===== src/rtl/qpl_req_arbiter.sv =====
// ---------------------------------------------------------------------------
// qpl_req_arbiter
//
// Round-robin front-end that lets NREQ requesters share a single
// QuickPageLite allocator/deallocator core. Requests are accepted one at a
// time, tagged with the requester ID in the top bits of the core payload, and
// issued on the core's alloc or dealloc request channel. Replies from both
// core reply channels are merged through one registered reply stage and
// steered back to the originating requester with the ID stripped.
//
// Ports
//   i_clk, i_rst            clock, synchronous active-high reset
//   i_req_vld/op/data       per-requester request (op 0 = alloc, 1 = dealloc)
//   o_req_rdy               one-hot request accept
//   o_alloc_*  / i_alloc_rdy     core alloc request channel   {id, udata, obj}
//   o_dealloc_*/ i_dealloc_rdy   core dealloc request channel {id, udata, obj}
//   i_rep_alloc_*   / o_rep_alloc_rdy    core alloc reply
//   i_rep_dealloc_* / o_rep_dealloc_rdy  core dealloc reply
//   o_rep_vld (one-hot), o_rep_op, o_rep_data, i_rep_rdy   requester reply
// ---------------------------------------------------------------------------
module qpl_req_arbiter #(
  parameter int NREQ    = 4,
  parameter int BLOCK_D = 512,
  parameter int UDATA_W = 8,
  localparam int ID_W    = $clog2(NREQ),
  localparam int BLOCK_W = $clog2(BLOCK_D),
  localparam int OBJ_W   = 2*BLOCK_W + 1,
  localparam int REP_W   = UDATA_W + OBJ_W,
  localparam int CREP_W  = ID_W + UDATA_W + OBJ_W
) (
  input  logic                        i_clk,
  input  logic                        i_rst,
  // requester side
  input  logic [NREQ-1:0]             i_req_vld,
  input  logic [NREQ-1:0]             i_req_op,
  input  logic [NREQ-1:0][REP_W-1:0]  i_req_data,
  output logic [NREQ-1:0]             o_req_rdy,
  // core request channels
  output logic                        o_alloc_vld,
  input  logic                        i_alloc_rdy,
  output logic [CREP_W-1:0]           o_alloc_data,
  output logic                        o_dealloc_vld,
  input  logic                        i_dealloc_rdy,
  output logic [CREP_W-1:0]           o_dealloc_data,
  // core reply channels
  input  logic                        i_rep_alloc_vld,
  input  logic [CREP_W-1:0]           i_rep_alloc_data,
  output logic                        o_rep_alloc_rdy,
  input  logic                        i_rep_dealloc_vld,
  input  logic [CREP_W-1:0]           i_rep_dealloc_data,
  output logic                        o_rep_dealloc_rdy,
  // requester reply
  output logic [NREQ-1:0]             o_rep_vld,
  output logic                        o_rep_op,
  output logic [REP_W-1:0]            o_rep_data,
  input  logic [NREQ-1:0]             i_rep_rdy
);

  typedef enum logic {
    IDLE  = 1'b0,
    ISSUE = 1'b1
  } state_t;

  // -------------------------------------------------------------------------
  // Request path
  // -------------------------------------------------------------------------
  state_t            state;
  logic [ID_W-1:0]   rr_ptr;
  logic [ID_W-1:0]   grant_id;
  logic              grant_vld;
  logic [ID_W-1:0]   hold_id;
  logic              hold_op;
  logic [REP_W-1:0]  hold_data;
  logic              alloc_vld_q;
  logic              dealloc_vld_q;

  // Scan from rr_ptr upward, wrapping modulo NREQ; the first valid wins.
  // NOTE: every signal assigned in always_comb gets a default first so no
  // path leaves it unassigned, which would otherwise infer a latch.
  always_comb begin : grant_scan
    int idx;
    grant_vld = 1'b0;
    grant_id  = '0;
    idx       = 0;
    for (int i = 0; i < NREQ; i++) begin
      idx = int'(rr_ptr) + i;
      if (idx >= NREQ) idx = idx - NREQ;
      if (!grant_vld && i_req_vld[ID_W'(idx)]) begin
        grant_vld = 1'b1;
        grant_id  = ID_W'(idx);
      end
    end
  end

  // Accept is offered only in IDLE, and never while reset is asserted so all
  // outputs read zero during reset.
  always_comb begin
    o_req_rdy = '0;
    if (state == IDLE && grant_vld && !i_rst) o_req_rdy[grant_id] = 1'b1;
  end

  // NOTE: sequential state uses non-blocking assignments so every flop
  // samples the pre-edge values regardless of statement order.
  always_ff @(posedge i_clk) begin
    if (i_rst) begin
      state         <= IDLE;
      rr_ptr        <= '0;
      hold_id       <= '0;
      hold_op       <= 1'b0;
      hold_data     <= '0;
      alloc_vld_q   <= 1'b0;
      dealloc_vld_q <= 1'b0;
    end else begin
      case (state)
        IDLE: begin
          if (grant_vld) begin
            hold_id       <= grant_id;
            hold_op       <= i_req_op[grant_id];
            hold_data     <= i_req_data[grant_id];
            rr_ptr        <= (grant_id == ID_W'(NREQ-1)) ? '0 : grant_id + 1'b1;
            alloc_vld_q   <= !i_req_op[grant_id];
            dealloc_vld_q <= i_req_op[grant_id];
            state         <= ISSUE;
          end
        end
        ISSUE: begin
          if ((alloc_vld_q && i_alloc_rdy) || (dealloc_vld_q && i_dealloc_rdy)) begin
            alloc_vld_q   <= 1'b0;
            dealloc_vld_q <= 1'b0;
            state         <= IDLE;
          end
        end
        default: state <= IDLE;
      endcase
    end
  end

  // Both core channels see the holding register; only vld qualifies them.
  assign o_alloc_vld    = alloc_vld_q;
  assign o_dealloc_vld  = dealloc_vld_q;
  assign o_alloc_data   = {hold_id, hold_data};
  assign o_dealloc_data = {hold_id, hold_data};

  // -------------------------------------------------------------------------
  // Reply path
  // -------------------------------------------------------------------------
  logic              rep_full;
  logic [ID_W-1:0]   rep_id;
  logic              rep_op;
  logic [REP_W-1:0]  rep_data;
  logic              last_src;   // source of the last tie winner, 1 = dealloc

  logic              rep_load;
  logic              tie;
  logic              sel_dealloc;
  logic              sel_any;
  logic              rep_hs;
  logic [CREP_W-1:0] sel_data;
  logic [ID_W-1:0]   sel_id;
  logic              id_ok;

  always_comb begin
    // The stage can take a new reply when empty or when its current
    // reply is being consumed this cycle.
    rep_load          = !i_rst && (!rep_full || i_rep_rdy[rep_id]);
    tie               = i_rep_alloc_vld && i_rep_dealloc_vld;
    sel_dealloc       = tie ? !last_src : i_rep_dealloc_vld;
    sel_any           = i_rep_alloc_vld || i_rep_dealloc_vld;
    o_rep_alloc_rdy   = rep_load && sel_any && !sel_dealloc;
    o_rep_dealloc_rdy = rep_load && sel_dealloc;
    rep_hs            = o_rep_alloc_rdy || o_rep_dealloc_rdy;
    sel_data          = sel_dealloc ? i_rep_dealloc_data : i_rep_alloc_data;
    sel_id            = sel_data[CREP_W-1 -: ID_W];
    // IDs beyond NREQ (non-power-of-2 NREQ) have no requester to go to.
    id_ok             = int'(sel_id) < NREQ;
  end

  always_ff @(posedge i_clk) begin
    if (i_rst) begin
      rep_full <= 1'b0;
      rep_id   <= '0;
      rep_op   <= 1'b0;
      rep_data <= '0;
      last_src <= 1'b1;
    end else begin
      if (rep_hs) begin
        rep_full <= id_ok;
        rep_id   <= sel_id;
        rep_op   <= sel_dealloc;
        rep_data <= sel_data[REP_W-1:0];
        if (tie) last_src <= sel_dealloc;
      end else if (rep_load) begin
        rep_full <= 1'b0;
      end
    end
  end

  always_comb begin
    o_rep_vld = '0;
    for (int i = 0; i < NREQ; i++) begin
      o_rep_vld[i] = rep_full && (rep_id == ID_W'(i));
    end
  end

  assign o_rep_op   = rep_op;
  assign o_rep_data = rep_data;

endmodule


===== config.mk =====
export PLATFORM = sky130hd
export DESIGN_NAME = qpl_req_arbiter
export DESIGN_NICKNAME = d
export VERILOG_FILES = /design/src/rtl/qpl_req_arbiter.sv
export SDC_FILE = /design/constraint.sdc
export NUM_CORES = 1
export LEC_CHECK = 0
export CAP_MARGIN = 0
export CORE_UTILIZATION = 25
export CTS_CLUSTER_SIZE = 14
export DETAILED_ROUTE_END_ITERATION = 16
export DONT_BUFFER_PORTS = 1
export SLEW_MARGIN = 25
export SYNTH_ARGS = -nofsm -noshare
export SYNTH_HDL_FRONTEND = slang
export SYNTH_SLANG_ARGS = --single-unit
export TNS_END_PERCENT = 30

===== constraint.sdc =====
create_clock -name i_clk -period 2.18 [get_ports i_clk]
set_clock_uncertainty 0.15 [all_clocks]
set_input_delay 0.436 -clock i_clk [delete_from_list [all_inputs] [get_ports i_clk]]
set_output_delay 0.436 -clock i_clk [all_outputs]
set_load 0.1 [all_outputs]

* Yosys cells after proc, flatten, opt, wreduce, memory -nomap -nowiden
Index checks and enable logic that the tools add are counted.
Cells by class: equality and inequality tests 6, $add $sub $neg 8, order comparisons 11, mux-type cells 46, reduce and logical (&&, ||, !) cells 34, bitwise gates (word level) 1
Operators by type and width (count):
- $bmux 27 s2 | 1
- $mux 29 | 1
- $mux 27 | 1
- $mux 1 | 23
- $mux 2 | 9
- $logic_and 1x1->1 | 17
- $lt 2x4->1 const B | 4
- $bmux 1 s2 | 6
- $ge 3x3->1 const B | 3
- $logic_not 1->1 | 8
- $sub 2x1->2 const B | 4
- $add 2x2->3 const B | 2
- $eq 2x2->1 const B | 3
- $lt 2x3->1 const B | 2
- $pmux 1 s2 | 3
- $reduce_and 2->1 | 3
- $logic_or 1x1->1 | 4
- $mux 4 | 1
- $add 2x1->3 const B | 1
- $ge 2x3->1 const B | 1
- $add 2x1->2 const B | 1
- $demux 1 s2 | 1
- $eq 2x1->1 const B | 1
- $ge 2x1->1 const B | 1
- other kinds (5) | 5
Storage, ports and cells: bits in registers 66, input port bits 184, output and inout bits 98, word-level logic and storage cells 117

* Longest topological paths before layout
word-level depth 20, depth in mapped cells 9, depth with buffers taken out 8

* Least setup slack after synthesis
No wires, ideal clock.
path type in2out, start input i_rst, end output o_rep_alloc_rdy, data arrival time 2.996 ns, path buffers 2, setup slack -1.402 ns, data required time 1.594 ns, stages on the path 3, cells stage by stage buf_2 clkbuf_1 nor3_1
Between the ends: longest elaborated chain between the ends 4
Ends and longest elaborated chain:
- from (decl) | line 32 | input logic i_rst,
- $logic_not 1->1 | line 165 | rep_load = !i_rst && (!rep_full || i_rep_rdy[rep_id]);
- $logic_and 1x1->1 | line 165
- $logic_and 1x1->1 (2 in a row) | line 169 | o_rep_alloc_rdy = rep_load && sel_any && !sel_dealloc;
- to (decl) | line 48 | output logic o_rep_alloc_rdy,
No other way between the ends.

* Worst setup path in the final report
start register rr_ptr[1], end output o_req_rdy[3]
Between the ends: longest elaborated chain between the ends 20, elaborated cells on any way between the ends 49, those cells by class 7 x add/sub; 6 x order compare; 27 x mux; 9 x reduce/logical
Ends and longest elaborated chain:
- from (decl) | line 68 | logic [ID_W-1:0] rr_ptr;
- from (signal assigned) | line 120 | rr_ptr <= (grant_id == ID_W'(NREQ-1)) ? '0 : grant_id + 1'b1;
- branches (longest 19 deep; another with $add 2x1->3)
- $mux 4 * | line 99 | if (state == IDLE && grant_vld && !i_rst) o_req_rdy[grant_id] = 1'b1;
- to (decl) | line 37 | output logic [NREQ-1:0] o_req_rdy,
Every way passes the cells marked *. The select of a mux whose other input is x is not followed.

==> impl_metrics.toml <==
[run_status]
status = "finished with violations"
failed_checks = "negative setup slack"

[routing]
drc_errors = 0
vias_per_cell = 4.95
wl_per_cell_um = 18.7
antenna_left = 0
num_vias = 3220
dr.pass1.iters = 4
drt_iter0_drc = 117
drt-total-wl_mm = 12.1

[sta]
slew_violations = 0
rsz0062_at_grt = "yes"
fmax_mhz = 424
setup_slack_ns = -0.180
period_needed_ns = 2.36
hold_slack_ns = 0.0335
tightest_slew_ns = 0.636
fin_crit_sh_pct = 108
hold_viol_final = 0
setup_viol = 6
slew_headroom_pct = 57.4

[global_route]
antenna_found_initial = 0
grt_max_degree = 35
first_global_vias = 3382
grt_overflow = 0
gr-usage-all-layers_pct = 15.2
grt_pass1_wl_mm = 18.0

[logic_synthesis]
synth_top_area_cell = "dfxtp_1"
syn_avg_cell_area_um2 = 9.71
ys_warn_count = 0
synth_edf_count = 0
ys_seq_area_share_pct = 35.2
synth_compound_area_share_pct = 23.5
yosys.area_share.simple_pct = 12.0
yosysTopAreaCellShare_pct = 35.2
synthTopCellsByArea = "dfxtp_1, mux2i_1, a211oi_2"
synth_fa_ha_area_share_pct = 0.333
netlist_area_um2 = 3760
postSynthNetCount = 572
ys_ff_latch = 66
synthFlopType = "dfxtp_1"
ys_types = 44
synthXorXnorAreaFrac_pct = 0.233
synth_top_family_by_area = "compound AO/OA/AOI/OAI gates"
yosys-mux-area-fraction_pct = 17.5
netlist_instances = 387
ys_async_sr_fraction_pct = 0

[finish]
stdcell_area_um2 = 5290
syn_to_final_growth_pct = 40.8
n_fill_cell = 1440
fin_util_pct = 36.3
finalNonFillerCells = 650
insertedDiodeCount = 0
drive_gt1_share_pct = 49.4
num-nets-final = 646

[die]
die-width_um = 125
rows = 44
io_pins = 282
die_y_um = 125
initial_core_util_pct = 25.8
core_area_um2 = 14600
die_area_um2 = 15500

[critical_path]
crit_path_end_kind = "output pin"
crit_type = "flip-flop to output pin"
cp_data_required_time_ns = 1.59
crit_fanout = 6
cp-start-kind = "flip-flop"
arrival_ns = 1.77

[clocking]
clkTransAtPathRegs_ns = 0.05
cts.path.max_buffers = 2
root_buffer = "clkbuf_16"
cts_sinks = 66
h-tree-depth = 3
cts_made_buffers = 9
insertion_delay_ns = 0.33
cts_tree = "yes"

[power_and_ir_drop]
p_per_area_nw_per_um2 = 1130
vdd_ir_drop_max_mv = 0.371
cellLeakagePower_nw = 2.12

[place]
placed_area_um2 = 4690
placedCellCount = 614
routabilityCongestion = 0.817
post-dp-hpwl_mm = 9.10
numPortBuffers = 0

[flow_run]
max-cap-violations = 0

[hold_path]
worstHoldPathType = "input pin to flip-flop"
[state kept, by name (all words and copies together) (netlist names)]
name           flops
hold_id            2
rr_ptr             2
o_alloc_vld        1
last_src           1
rep_full           1
o_rep_data        27
state              1
rep_id             2
hold_data         27
o_dealloc_vld      1
o_rep_op           1
[layout make-up]
type	instances	area, µm²	share of cell area (%)
inverter	4	20.0	0.378
multi-input combinational	260	2150	40.7
clock buffer	12	267	5.04
clock inverter	4	25.0	0.473
tap	184	230	4.35
sequential	66	1370	25.8
timing repair buffer	120	1230	23.3
[timing repair]
action,CTS,global route
hold endpoints to repair,10,0
gates resized for setup,19,12
setup endpoints to repair,36,30
gates cloned,0,2
buffers inserted,14,5
hold buffers,2,0
pin swaps,7,8
[routing by layer]
metal | track usage (%) | vias to the layer above | share of wire (%)
met3 | 6.53 | 21 | 9.7
li1 | - | 1537 | -
met2 | 26.2 | 195 | 50
met4 | 8.93 | 0 | 3.8
met1 | 15.2 | 1467 | 36
met5 | 0 | - | 0
[cells by family (layout without fill, tap and decap cells)]
kind of cell	after synthesis	count (layout)
multiplexers	64	64
adder cells (fa/ha/maj)	1	1
flip-flops	66	66
buffers and inverters	61	140
AO/OA/AOI/OAI	100	100
AND/OR/NAND/NOR	94	94
XOR/XNOR	1	1
[power by group]
group	switching [mW]	internal, mW	total [mW]
sequential	0.113	1.38	1.50
combinational	2.30	0.800	3.10
clock	0.547	0.859	1.41
total	2.96	3.04	6.00
[final timing paths]
kind                                endpoint  cells past startpoint                    from  slack (ns)
hold reg to reg       rr_ptr[0]$_SDFFE_PP0N_                      2  rr_ptr[0]$_SDFFE_PP0N_        0.36
setup / recovery                o_req_rdy[3]                      7  rr_ptr[1]$_SDFFE_PP0N_       -0.18
hold / removal        rr_ptr[1]$_SDFFE_PP0N_                      1                   i_rst        0.03
setup reg to reg  hold_data[26]$_SDFFE_PP0N_                      8  rr_ptr[1]$_SDFFE_PP0N_        0.09
[placed cells by master, fill, tap and decap left out, types with 3 or more instances in the layout]
cell type / instances
a211oi_2: 29
a21oi_1: 7
a21oi_2: 3
a221o_1: 24
buf_12: 20
buf_4: 90
buf_6: 4
clkbuf_16: 12
clkbuf_8: 3
dfxtp_1: 34
dfxtp_2: 30
mux2_2: 3
mux2i_1: 58
nand2_1: 28
nand2_4: 3
nor2_1: 35
nor2_4: 5
nor3_1: 5
nor3_4: 3
o21ai_0: 8
o21ai_1: 16
o22ai_1: 3
[cell usage after synthesis (2+ instances only)]
cell	n
dfxtp_1	66
mux2i_1	60
nor2_1	39
buf_4	32
nand2_1	30
a211oi_2	29
a221o_1	24
o21ai_1	16
a21oi_1	9
buf_6	9
buf_2	8
o21ai_0	8
clkbuf_1	7
nor3_1	6
a22oi_1	3
mux2_2	3
o22ai_1	3
inv_1	2
inv_2	2
nand2b_1	2
nand3_1	2
nor2_4	2
nor2b_1	2
nor3_4	2
o22ai_2	2
[per-stage QoR]
stage          power, mW  setup WS (ns)  TNS, ns
2_1_floorplan       3.97         -0.162    -1.15
3_3_place_gp        4.43         -0.188    -3.72
3_5_place_dp        4.47         -0.297    -5.71
4_1_cts             6.01         -0.225    -1.01
5_1_grt             6.24         -0.245    -1.12
6_report            6.00         -0.180   -0.711
[critical path, stage by stage (launching register included)]
cell,delay [ns]
dfxtp_4,0.39
a21oi_2,0.07
o21a_1,0.21
o22ai_4,0.21
buf_6,0.15
inv_6,0.04
ha_4,0.14
and2_4,0.23
(Power assumes the default switching activity.)
